===== src/rtl/flash_boot_ctrl_if.sv =====
// flash_boot_ctrl_if: SPI flash pins and Wishbone master signals of the boot
// sequencer, bundled so the controller and its surroundings share one port.
interface flash_boot_ctrl_if;
    logic        o_flash_sclk;
    logic        o_flash_cs_n;
    logic        o_flash_mosi;
    logic        i_flash_miso;
    logic [31:0] o_wb_adr;
    logic [31:0] o_wb_dat;
    logic [3:0]  o_wb_sel;
    logic        o_wb_we;
    logic        o_wb_cyc;
    logic        o_wb_stb;
    logic        i_wb_ack;

    modport master (
        output o_flash_sclk, o_flash_cs_n, o_flash_mosi,
        output o_wb_adr, o_wb_dat, o_wb_sel, o_wb_we, o_wb_cyc, o_wb_stb,
        input  i_flash_miso, i_wb_ack
    );

    modport slave (
        input  o_flash_sclk, o_flash_cs_n, o_flash_mosi,
        input  o_wb_adr, o_wb_dat, o_wb_sel, o_wb_we, o_wb_cyc, o_wb_stb,
        output i_flash_miso, i_wb_ack
    );
endinterface


===== src/rtl/flash_boot_ctrl.sv =====
// flash_boot_ctrl: after reset, holds the core in reset, streams BOOT_WORDS
// words out of SPI flash (READ 0x03, mode 0) and writes them into instruction
// memory over Wishbone, then releases the core.
// Optional feature macro: BOOT_CHECKSUM_EN -- one extra flash word is read
// after the image and compared against the mod-2^32 sum of the image words.
module flash_boot_ctrl #(
    parameter int unsigned BOOT_WORDS = 1024,
    parameter logic [23:0] FLASH_BASE = 24'h000000,
    parameter logic [31:0] IMEM_BASE  = 32'h00000000,
    parameter int unsigned SCLK_DIV   = 2
) (
    input  logic              clk,
    input  logic              reset,
    flash_boot_ctrl_if.master bus,
    output logic              o_core_reset_n,
    output logic              o_boot_done,
    output logic              o_boot_err
);
    localparam int CNT_W = $clog2(BOOT_WORDS + 1);
    localparam int DIV_W = (SCLK_DIV > 1) ? $clog2(SCLK_DIV) : 1;
    localparam logic [DIV_W-1:0] DIV_LAST = DIV_W'(SCLK_DIV - 1);
    localparam logic [CNT_W-1:0] CNT_LAST = CNT_W'(BOOT_WORDS - 1);
    localparam logic [31:0]      CMD_WORD = {8'h03, FLASH_BASE};

    typedef enum logic [2:0] {
        S_IDLE,
        S_CMD,
        S_READ,
        S_WRITE,
        S_DONE
    } state_t;

    state_t           state, state_d;
    logic [DIV_W-1:0] div_cnt;
    logic [4:0]       bit_cnt;
    logic [31:0]      shreg;
    logic [CNT_W-1:0] word_cnt;
    logic             spi_tick, sclk_rise, sclk_fall, last_bit, last_word;
    logic [31:0]      rx_word;

`ifdef BOOT_CHECKSUM_EN
    logic             chk_phase;
    logic [31:0]      sum;
    logic             err_q;
    assign o_boot_err = err_q;
`else
    assign o_boot_err = 1'b0;
`endif

    // Next-state logic plus SPI edge strobes; sclk toggles when the divider wraps.
    always_comb begin
        spi_tick  = ((state == S_CMD) || (state == S_READ)) && (div_cnt == DIV_LAST);
        sclk_rise = spi_tick && !bus.o_flash_sclk;
        sclk_fall = spi_tick && bus.o_flash_sclk;
        last_bit  = (bit_cnt == 5'd31);
        last_word = (word_cnt == CNT_LAST);
        // first byte received sits in shreg[31:24]; it belongs in bits 7:0
        rx_word   = {shreg[7:0], shreg[15:8], shreg[23:16], shreg[31:24]};
        state_d   = state;
        case (state)
            S_IDLE:  state_d = S_CMD;
            S_CMD:   if (sclk_fall && last_bit) state_d = S_READ;
            S_READ: begin
                if (sclk_fall && last_bit) begin
`ifdef BOOT_CHECKSUM_EN
                    state_d = chk_phase ? S_DONE : S_WRITE;
`else
                    state_d = S_WRITE;
`endif
                end
            end
            S_WRITE: begin
                if (bus.i_wb_ack) begin
`ifdef BOOT_CHECKSUM_EN
                    state_d = S_READ;
`else
                    state_d = last_word ? S_DONE : S_READ;
`endif
                end
            end
            S_DONE:  state_d = S_DONE;
            default: state_d = S_IDLE;
        endcase
    end

    // State register.
    always_ff @(posedge clk) begin
        if (reset) state <= S_IDLE;
        else       state <= state_d;
    end

    // SPI shifter, Wishbone master and boot status registers.
    always_ff @(posedge clk) begin
        if (reset) begin
            bus.o_flash_sclk <= 1'b0;
            bus.o_flash_cs_n <= 1'b1;
            bus.o_flash_mosi <= 1'b0;
            bus.o_wb_adr     <= '0;
            bus.o_wb_dat     <= '0;
            bus.o_wb_sel     <= '0;
            bus.o_wb_we      <= 1'b0;
            bus.o_wb_cyc     <= 1'b0;
            bus.o_wb_stb     <= 1'b0;
            o_core_reset_n   <= 1'b0;
            o_boot_done      <= 1'b0;
            div_cnt          <= '0;
            bit_cnt          <= '0;
            shreg            <= '0;
            word_cnt         <= '0;
`ifdef BOOT_CHECKSUM_EN
            chk_phase        <= 1'b0;
            sum              <= '0;
            err_q            <= 1'b0;
`endif
        end else begin
            case (state)
                S_IDLE: begin
                    // select the flash and present the first command bit
                    bus.o_flash_cs_n <= 1'b0;
                    bus.o_flash_sclk <= 1'b0;
                    bus.o_flash_mosi <= CMD_WORD[31];
                    shreg            <= CMD_WORD;
                    div_cnt          <= '0;
                    bit_cnt          <= '0;
                end
                S_CMD, S_READ: begin
                    if (spi_tick) begin
                        div_cnt          <= '0;
                        bus.o_flash_sclk <= ~bus.o_flash_sclk;
                    end else begin
                        div_cnt <= div_cnt + DIV_W'(1);
                    end
                    if (sclk_rise && state == S_READ)
                        shreg <= {shreg[30:0], bus.i_flash_miso};
                    if (sclk_fall) begin
                        bit_cnt <= bit_cnt + 5'd1;  // wraps to 0 after bit 31
                        if (state == S_CMD) begin
                            if (last_bit) begin
                                bus.o_flash_mosi <= 1'b0;
                            end else begin
                                bus.o_flash_mosi <= shreg[30];
                                shreg            <= {shreg[30:0], 1'b0};
                            end
                        end else if (last_bit) begin
`ifdef BOOT_CHECKSUM_EN
                            if (chk_phase) begin
                                bus.o_flash_cs_n <= 1'b1;
                                o_boot_done      <= 1'b1;
                                o_core_reset_n   <= (rx_word == sum);
                                err_q            <= (rx_word != sum);
                            end else begin
`else
                            begin
`endif
                                bus.o_wb_cyc <= 1'b1;
                                bus.o_wb_stb <= 1'b1;
                                bus.o_wb_we  <= 1'b1;
                                bus.o_wb_sel <= 4'hF;
                                bus.o_wb_adr <= IMEM_BASE + (32'(word_cnt) << 2);
                                bus.o_wb_dat <= rx_word;
                            end
                        end
                    end
                end
                S_WRITE: begin
                    // sclk stays low here, which pauses the continuous read
                    if (bus.i_wb_ack) begin
                        bus.o_wb_cyc <= 1'b0;
                        bus.o_wb_stb <= 1'b0;
                        bus.o_wb_we  <= 1'b0;
                        bus.o_wb_sel <= 4'h0;
                        word_cnt     <= word_cnt + CNT_W'(1);
`ifdef BOOT_CHECKSUM_EN
                        sum <= sum + bus.o_wb_dat;
                        if (last_word) chk_phase <= 1'b1;
`else
                        if (last_word) begin
                            bus.o_flash_cs_n <= 1'b1;
                            o_boot_done      <= 1'b1;
                            o_core_reset_n   <= 1'b1;
                        end
`endif
                    end
                end
                default: ;
            endcase
        end
    end
endmodule


===== src/flat_wrapper.sv =====
// flat-port wrapper written by rule: the top's interface ports become plain ports
module flash_boot_ctrl_flat 
#(
    parameter int unsigned BOOT_WORDS = 1024,
    parameter logic [23:0] FLASH_BASE = 24'h000000,
    parameter logic [31:0] IMEM_BASE  = 32'h00000000,
    parameter int unsigned SCLK_DIV   = 2
)
  (clk, reset, o_core_reset_n, o_boot_done, o_boot_err, bus_o_flash_sclk, bus_o_flash_cs_n, bus_o_flash_mosi, bus_o_wb_adr, bus_o_wb_dat, bus_o_wb_sel, bus_o_wb_we, bus_o_wb_cyc, bus_o_wb_stb, bus_i_flash_miso, bus_i_wb_ack);
  flash_boot_ctrl_if bus_i ();
  input  logic clk;
  input  logic reset;
  output logic o_core_reset_n;
  output logic o_boot_done;
  output logic o_boot_err;
  output wire logic [$bits(bus_i.o_flash_sclk)-1:0] bus_o_flash_sclk;
  output wire logic [$bits(bus_i.o_flash_cs_n)-1:0] bus_o_flash_cs_n;
  output wire logic [$bits(bus_i.o_flash_mosi)-1:0] bus_o_flash_mosi;
  output wire logic [$bits(bus_i.o_wb_adr)-1:0] bus_o_wb_adr;
  output wire logic [$bits(bus_i.o_wb_dat)-1:0] bus_o_wb_dat;
  output wire logic [$bits(bus_i.o_wb_sel)-1:0] bus_o_wb_sel;
  output wire logic [$bits(bus_i.o_wb_we)-1:0] bus_o_wb_we;
  output wire logic [$bits(bus_i.o_wb_cyc)-1:0] bus_o_wb_cyc;
  output wire logic [$bits(bus_i.o_wb_stb)-1:0] bus_o_wb_stb;
  input wire logic [$bits(bus_i.i_flash_miso)-1:0] bus_i_flash_miso;
  input wire logic [$bits(bus_i.i_wb_ack)-1:0] bus_i_wb_ack;
  assign bus_o_flash_sclk = bus_i.o_flash_sclk;
  assign bus_o_flash_cs_n = bus_i.o_flash_cs_n;
  assign bus_o_flash_mosi = bus_i.o_flash_mosi;
  assign bus_o_wb_adr = bus_i.o_wb_adr;
  assign bus_o_wb_dat = bus_i.o_wb_dat;
  assign bus_o_wb_sel = bus_i.o_wb_sel;
  assign bus_o_wb_we = bus_i.o_wb_we;
  assign bus_o_wb_cyc = bus_i.o_wb_cyc;
  assign bus_o_wb_stb = bus_i.o_wb_stb;
  assign bus_i.i_flash_miso = bus_i_flash_miso;
  assign bus_i.i_wb_ack = bus_i_wb_ack;
  flash_boot_ctrl #(.BOOT_WORDS(BOOT_WORDS), .FLASH_BASE(FLASH_BASE), .IMEM_BASE(IMEM_BASE), .SCLK_DIV(SCLK_DIV)) u_core (.clk(clk), .reset(reset), .bus(bus_i), .o_core_reset_n(o_core_reset_n), .o_boot_done(o_boot_done), .o_boot_err(o_boot_err));
endmodule

===== config.mk =====
export PLATFORM = sky130hd
export DESIGN_NAME = flash_boot_ctrl_flat
export DESIGN_NICKNAME = d
export VERILOG_FILES = /design/src/rtl/flash_boot_ctrl_if.sv /design/src/rtl/flash_boot_ctrl.sv /design/src/flat_wrapper.sv
export SDC_FILE = /design/constraint.sdc
export NUM_CORES = 1
export LEC_CHECK = 0
export CORE_MARGIN = 4
export CORE_UTILIZATION = 50
export DETAILED_ROUTE_END_ITERATION = 10
export GPL_TIMING_DRIVEN = 1
export PLACE_DENSITY = 0.82
export RECOVER_POWER = 100
export REMOVE_ABC_BUFFERS = 1
export SYNTH_ARGS = -nofsm -noshare
export SYNTH_HDL_FRONTEND = slang
export SYNTH_SLANG_ARGS = --single-unit

===== constraint.sdc =====
create_clock -name clk -period 5.2 [get_ports clk]
set_clock_uncertainty 0.05 [all_clocks]
set_input_delay 1.04 -clock clk [delete_from_list [all_inputs] [get_ports clk]]
set_output_delay 1.04 -clock clk [all_outputs]
set_load 0.02 [all_outputs]

Word level (Yosys, flattened, before mapping)
Cells that the tools add are included.
- register bits after elaboration: 104
- bits of input ports: 4
- output and inout port bits: 77
- word-level logic and storage cells: 87
- add/sub/neg operators: 3
- eq/ne operators: 15
- multiplexer cells: 33
- bitwise logic cells: 2
- reduce and logical (&&, ||, !) cells: 21
- operators with widths (cell ; number):
    $mux W32 ; 4
    $pmux W32 S2 ; 1
    $mux W4 ; 4
    $pmux W3 S5 ; 1
    $mux W3 ; 4
    $ne A2 B1 Y1 const B ; 6
    $reduce_and A3 Y1 ; 4
    $add A11 B1 Y11 const B ; 1
    $eq A11 B10 Y1 const B ; 1
    $mux W1 ; 11
    $pmux W1 S2 ; 5
    $pmux W5 S2 ; 1
    $pmux W4 S2 ; 1
    $eq A3 B2 Y1 const B ; 2
    $ne A2 B2 Y1 const B ; 3
    $reduce_and A2 Y1 ; 3
    $reduce_bool A2 Y1 ; 3
    $add A5 B1 Y5 const B ; 1
    $eq A5 B5 Y1 const B ; 1
    $logic_and A1 B1 Y1 ; 5
    $mux W5 ; 1
    $reduce_and A5 Y1 ; 1
    $reduce_and A4 Y1 ; 1
    $eq A3 B1 Y1 const B ; 1
    7 further kinds ; 8

Logic depth before layout (Yosys ltp)
- depth in word-level cells: 10
- mapped depth: 10
- gate-level depth less buffers: 7

Worst setup path after synthesis
Ideal clock, no wire load.
- kind: register -> register
- start: register u_core.bit_cnt[0]
- end: register u_core.bus.o_wb_adr[10]
- setup time: 0.070 ns
- arrival: 1.861 ns
- required time: 5.080 ns
- slack: 3.219 ns
- stages on the path, launching flop included: 10
- period minus slack after synthesis: 1.981 ns
- cell sequence: dfxtp_1 -> ha_1 -> and3_1 -> ha_1 -> and3_1 -> clkbuf_1 -> nand3_1 -> clkbuf_1 -> nand2_1 -> a21oi_1
- cells in the longest elaborated chain, start to end: 2
- ends and longest elaborated chain (item ; RTL line ; text):
    from (decl) ; flash_boot_ctrl.sv:35 ; logic [4:0] bit_cnt;
    from (signal assigned) ; flash_boot_ctrl.sv:136 ; bit_cnt <= bit_cnt + 5'd1;
    $eq A5 B5 Y1 ; flash_boot_ctrl.sv:55 ; last_bit = (bit_cnt == 5'd31);
    $reduce_and A4 Y1 (no line) ; -- ;
    to (signal assigned) ; flash_boot_ctrl.sv:159 ; bus.o_wb_adr <= IMEM_BASE + (32'(word_cnt) << 2);
    to (decl) ; flash_boot_ctrl_if.sv:18 ; output o_wb_adr, o_wb_dat, o_wb_sel, o_wb_we, o_wb_cyc, o_wb_stb,
No other way between the ends.
A chain may end at the register's enable or synchronous reset.

Worst setup path in the final report
- start: register u_core.state[2]
- end: register u_core.shreg[29]
- cells in the longest elaborated chain, start to end: 10
- elaborated cells on any way between the ends: 15
- those cells by class: eq/ne: 2; mux: 5; reduce/logical: 8
- ends and longest elaborated chain (item ; RTL line ; text):
    from (decl) ; flash_boot_ctrl.sv:33 ; state_t state, state_d;
    from (signal assigned) ; flash_boot_ctrl.sv:89 ; else state <= state_d;
    $eq A3 B1 Y1 or $eq A3 B2 Y1 (tied branches) ; -- ;
    $logic_or A1 B1 Y1 ; flash_boot_ctrl.sv:52 ; spi_tick = ((state == S_CMD) || (state == S_READ)) && (div_cnt == DIV_LAST);
    $logic_and A1 B1 Y1 ; flash_boot_ctrl.sv:52 ;
    $logic_and A1 B1 Y1 ; flash_boot_ctrl.sv:53 ; sclk_rise = spi_tick && !bus.o_flash_sclk;
    $logic_and A1 B1 Y1 ; flash_boot_ctrl.sv:133 ; if (sclk_rise && state == S_READ)
    $mux W32 ; flash_boot_ctrl.sv:133 ;
    $mux W32 ; flash_boot_ctrl.sv:138 ; if (last_bit) begin
    $mux W32 ; flash_boot_ctrl.sv:137 ; if (state == S_CMD) begin
    $mux W32 ; flash_boot_ctrl.sv:135 ; if (sclk_fall) begin
    $pmux W32 S2 ; flash_boot_ctrl.sv:116 ; case (state)
    to (signal assigned) ; flash_boot_ctrl.sv:134 ; shreg <= {shreg[30:0], bus.i_flash_miso};
    to (signal assigned) ; flash_boot_ctrl.sv:142 ; shreg <= {shreg[30:0], 1'b0};
    to (decl) ; flash_boot_ctrl.sv:36 ; logic [31:0] shreg;
Parallel ways exist; a longest one is shown, timed or not.

==> metrics.log <==
[metrics] run status: finished with violations
[metrics] violated checks: max-capacitance violations, max-slew violations
[metrics] Placement Rows: 32
[metrics] total number of vias: 3331
[metrics] wire length of the first global-routing pass: 13.6 mm
[metrics] Critical Path Slowest Stage Cell: sky130_fd_sc_hd__nor2b_1
[metrics] setup repair after global routing missed its margin: no
[metrics] Inserted Clock Buffers: 9
[metrics] Antenna Nets Post-Route: 0
[metrics] max-slew headroom at the worst pin: -0.452
[metrics] Port Buffer Count: a little under 60
[metrics] final net count: approximately 550
[metrics] H-tree lvl count: 3
[metrics] DRC Markers: 0
[metrics] Antenna Cells: 0
[metrics] floorplan die area: 0.00977 mm^2
[metrics] count of different cell masters after synthesis: 43
[metrics] starting utilization of the core area: 0.523
[metrics] Max FO, Critical Path: 38
[metrics] mean routed wirelength per cell: 12.7 um
[metrics] reg-to-reg critical path endpoint: u_core.shreg[29]$_SDFFE_PP0P_
[metrics] initial antenna violation count: 0
[metrics] worst setup path category: flop to flop
[metrics] proportion of register bits with asynchronous set or reset after synthesis: 0
[metrics] top post-synthesis cells by area: sky130_fd_sc_hd__dfxtp_1 (49%), sky130_fd_sc_hd__nand2_1 (12%), sky130_fd_sc_hd__a21oi_1 (7.5%)
[metrics] startpoint of the tightest hold check path: u_core.bus.o_wb_dat[23]$_SDFFE_PP0P_
[metrics] Total Neg Setup Slack: 0 ns
[metrics] number of hold buffers added after CTS: 0
[metrics] sequential fraction of the synthesis area: 0.485
[metrics] critical path, cell by cell: or3_1, nor2b_1, nand2_1, o21ai_0
[metrics] worst slew pin tran: around 2.2 ns
[metrics] clock insertion delay at the later pin of the skew report: 0.36 ns
[metrics] CTS tree: built
[metrics] Min-Delay Path Depth: 2
[metrics] count of buffer and inverter cells on the critical path: 0
[metrics] Die X: 98.8 um
[metrics] maximum vdd ir drop: 0.000133 V
[metrics] residual overflow from global routing: 0
[metrics] clock root buffer master: sky130_fd_sc_hd__clkbuf_8
[metrics] post-route cell area: 0.00472 mm^2
[metrics] initial DRC count: 154
[metrics] Worst path max stage delay: roughly 1.7 ns
[metrics] reported max-cap violation count: 1
[metrics] required arrival time at the worst endpoint: 5.43 ns
[metrics] Clock Sink Count: 100
[metrics] period utilization: 0.654
[metrics] length of the first detailed-routing pass in iterations: 4
[metrics] Worst Reg-to-Reg Cells: 4
[metrics] final design utilization: 0.598
[metrics] mean instance size in the synthesized netlist: 8.10 um^2
[metrics] buffers inserted by post-CTS timing repair: 0
[metrics] fraction of layout instances using a drive strength above 1: 0.0351
[metrics] Core ar.: 0.00789 mm^2
[metrics] last weighted congestion value of the routability-driven placer: 0.795
[metrics] final hold viol count: 0
[metrics] number of buffers on the longest clock path: 2
[metrics] post-synthesis instance area: between 0.004 and 0.005 mm^2
[metrics] reg2reg start: u_core.state[2]$_SDFFE_PP0P_
[metrics] power per unit of standard cell area: between 200 and 300 mW/mm^2
[metrics] largest net degree at the start of global routing: 77
[metrics] cell area reported after detailed placement: 0.00455 mm^2
[metrics] most common flop cell mapped by yosys: sky130_fd_sc_hd__dfxtp_1
[metrics] nature of the critical path startpoint: flop
[metrics] leakage power: about 1.7 nW
[metrics] via count of the first global-routing pass: a little over 3000
[metrics] final non-filler cell total: 644
[metrics] post-DP HPWL: about 5.6 mm
[metrics] top cell family by delay on the critical path: simple AND/OR/NAND/NOR gates
[metrics] final total power: 0.00130 W
[metrics] via density per instance: 5.17
[metrics] CTS-repair resized insts: 0
[metrics] kind of capture point of the worst setup path: flop
[metrics] commonest non-fill, non-tap cells in the layout: sky130_fd_sc_hd__nand2_1 (129), sky130_fd_sc_hd__dfxtp_1 (100), sky130_fd_sc_hd__a21oi_1 (62)
[metrics] vertical die dimension: 98.8 um
[metrics] clk slew on worst S/H paths: 0.09 ns
[metrics] post-detailed-routing wire length: 8.15 mm
[metrics] Synth area leader: sky130_fd_sc_hd__dfxtp_1
[metrics] max frequency: 0.294 GHz
[metrics] number of top-level design ports: 81
[metrics] Area Growth Syn to Fin: 14.3%
[metrics] Seq cells post-synth: 100
[metrics] top cell type's share of synthesized area: 0.485
[metrics] final setup vio count: 0
[metrics] cell count after placement: 629
[metrics] number of synthesis warnings: 0
[metrics] Post-synth EDFFs: 0
[metrics] most common library cell in the layout ignoring fill and taps: sky130_fd_sc_hd__nand2_1
[metrics] Synth Instances: just over 500
[metrics] gr usage total: 0.166
[metrics] end of the worst hold path: u_core.bus.o_wb_dat[23]$_SDFFE_PP0P_
[metrics] min cycle time layout: between 3 and 4 ns
[metrics] Tightest Hold Check Type: flop to flop
[metrics] count of pins over their slew limit: 39
[metrics] data arrival time at the worst-slack endpoint: between 3 and 4 ns
[metrics] worst reg2reg setup slack: 1.80 ns
==> flip-flops by register name, indices dropped and copies added, names as in the netlist, 3 cells and up <==
name,cells
u_core.bus.o_wb_adr,11
u_core.shreg,32
u_core.bus.o_wb_dat,32
u_core.state,3
u_core.bit_cnt,5
u_core.word_cnt,11
==> per-layer routing <==
metal  vias up  routed length (um)  part of all wire  global-route usage
met5         -                   0                 0                   0
met4         0                  82             0.010              0.0494
met3         7                 442             0.054              0.0432
met2        85                3910              0.48               0.284
met1      1537                3720              0.46               0.205
li1       1702                   -                 -                   -
==> kinds of logic (layout without fill, tap and decap cells) <==
| group | count (synthesis) | count (layout) | synth area share |
|---|---|---|---|
| adder cells (fa/ha/maj) | 3 | 3 | 0.00910 |
| buffers and inverters | 70 | 82 | 0.0986 |
| other | 1 | 22 | 0.000909 |
| flip-flops | 100 | 100 | 0.485 |
| AND/OR/NAND/NOR | 217 | 217 | 0.239 |
| multiplexers | 3 | 3 | 0.00728 |
| AO/OA/AOI/OAI | 103 | 103 | 0.134 |
| XOR/XNOR | 12 | 12 | 0.0255 |
==> worst register-to-register path, stage by stage (launching register included) <==
cell and delay, ns:
sky130_fd_sc_hd__dfxtp_1 0.68, sky130_fd_sc_hd__or3_1 0.47, sky130_fd_sc_hd__nor2b_1 1.70, sky130_fd_sc_hd__nand2_1 0.20, sky130_fd_sc_hd__o21ai_0 0.24
==> where the power goes <==
part           leakage [nW]  switching, W  internal, W
Clock                0.0996      0.000250     0.000233
Combinational         0.835     0.0000361   0.00000854
Sequential            0.807    0.00000462     0.000768
Total                  1.74      0.000291      0.00101
==> worst max path at each step <==
stage                              startpoint                            end  slack [ns]  cells after the start
4_1_cts        u_core.bit_cnt[0]$_SDFFE_PP0P_  u_core.shreg[25]$_SDFFE_PP0P_        2.45                      7
6_report         u_core.state[2]$_SDFFE_PP0P_  u_core.shreg[29]$_SDFFE_PP0P_        1.80                      4
3_5_place_dp                            reset  u_core.shreg[29]$_SDFFE_PP0P_        2.16                      5
2_1_floorplan                           reset  u_core.shreg[10]$_SDFFE_PP0P_        2.47                      3
5_1_grt          u_core.state[2]$_SDFFE_PP0P_  u_core.shreg[29]$_SDFFE_PP0P_        1.41                      4
3_3_place_gp                            reset  u_core.shreg[17]$_SDFFE_PP0P_        2.25                      5
==> cells in the mapped netlist (2+ instances only) <==
master,number
sky130_fd_sc_hd__or4b_1,2
sky130_fd_sc_hd__buf_2,16
sky130_fd_sc_hd__o21a_1,2
sky130_fd_sc_hd__clkbuf_1,17
sky130_fd_sc_hd__or3_1,5
sky130_fd_sc_hd__o21ai_0,26
sky130_fd_sc_hd__ha_1,3
sky130_fd_sc_hd__buf_6,2
sky130_fd_sc_hd__dfxtp_1,100
sky130_fd_sc_hd__mux2i_1,3
sky130_fd_sc_hd__nor4_1,3
sky130_fd_sc_hd__nand3_1,32
sky130_fd_sc_hd__a31oi_1,5
sky130_fd_sc_hd__a21oi_1,62
sky130_fd_sc_hd__nor4b_1,2
sky130_fd_sc_hd__nand2_1,129
sky130_fd_sc_hd__inv_1,6
sky130_fd_sc_hd__xnor2_1,11
sky130_fd_sc_hd__buf_4,29
sky130_fd_sc_hd__and3_1,3
sky130_fd_sc_hd__nor3_1,4
sky130_fd_sc_hd__nor2b_1,2
sky130_fd_sc_hd__nor2_1,20
sky130_fd_sc_hd__nor3b_1,3
sky130_fd_sc_hd__nand2b_1,4
==> layout make-up <==
| class | count | area [um^2] |
|---|---|---|
| well taps | 102 | 128 |
| flip-flops and latches | 100 | 2000 |
| multi-input cells | 360 | 1780 |
| fillers | 704 | 3170 |
| clock buffers | 11 | 141 |
| clock inverters | 4 | 48.8 |
| inverters | 6 | 22.5 |
| repair buffers | 61 | 591 |
==> stage by stage <==
stage	setup WS (ns)	hold slack (ns)
finish	1.80	0.404
global route	1.41	0.429
CTS	2.45	0.409
detailed placement	2.16	0.397
global placement	2.25	0.393
floorplan	2.47	0.376
Note: power is estimated with default switching activity, not from simulation.
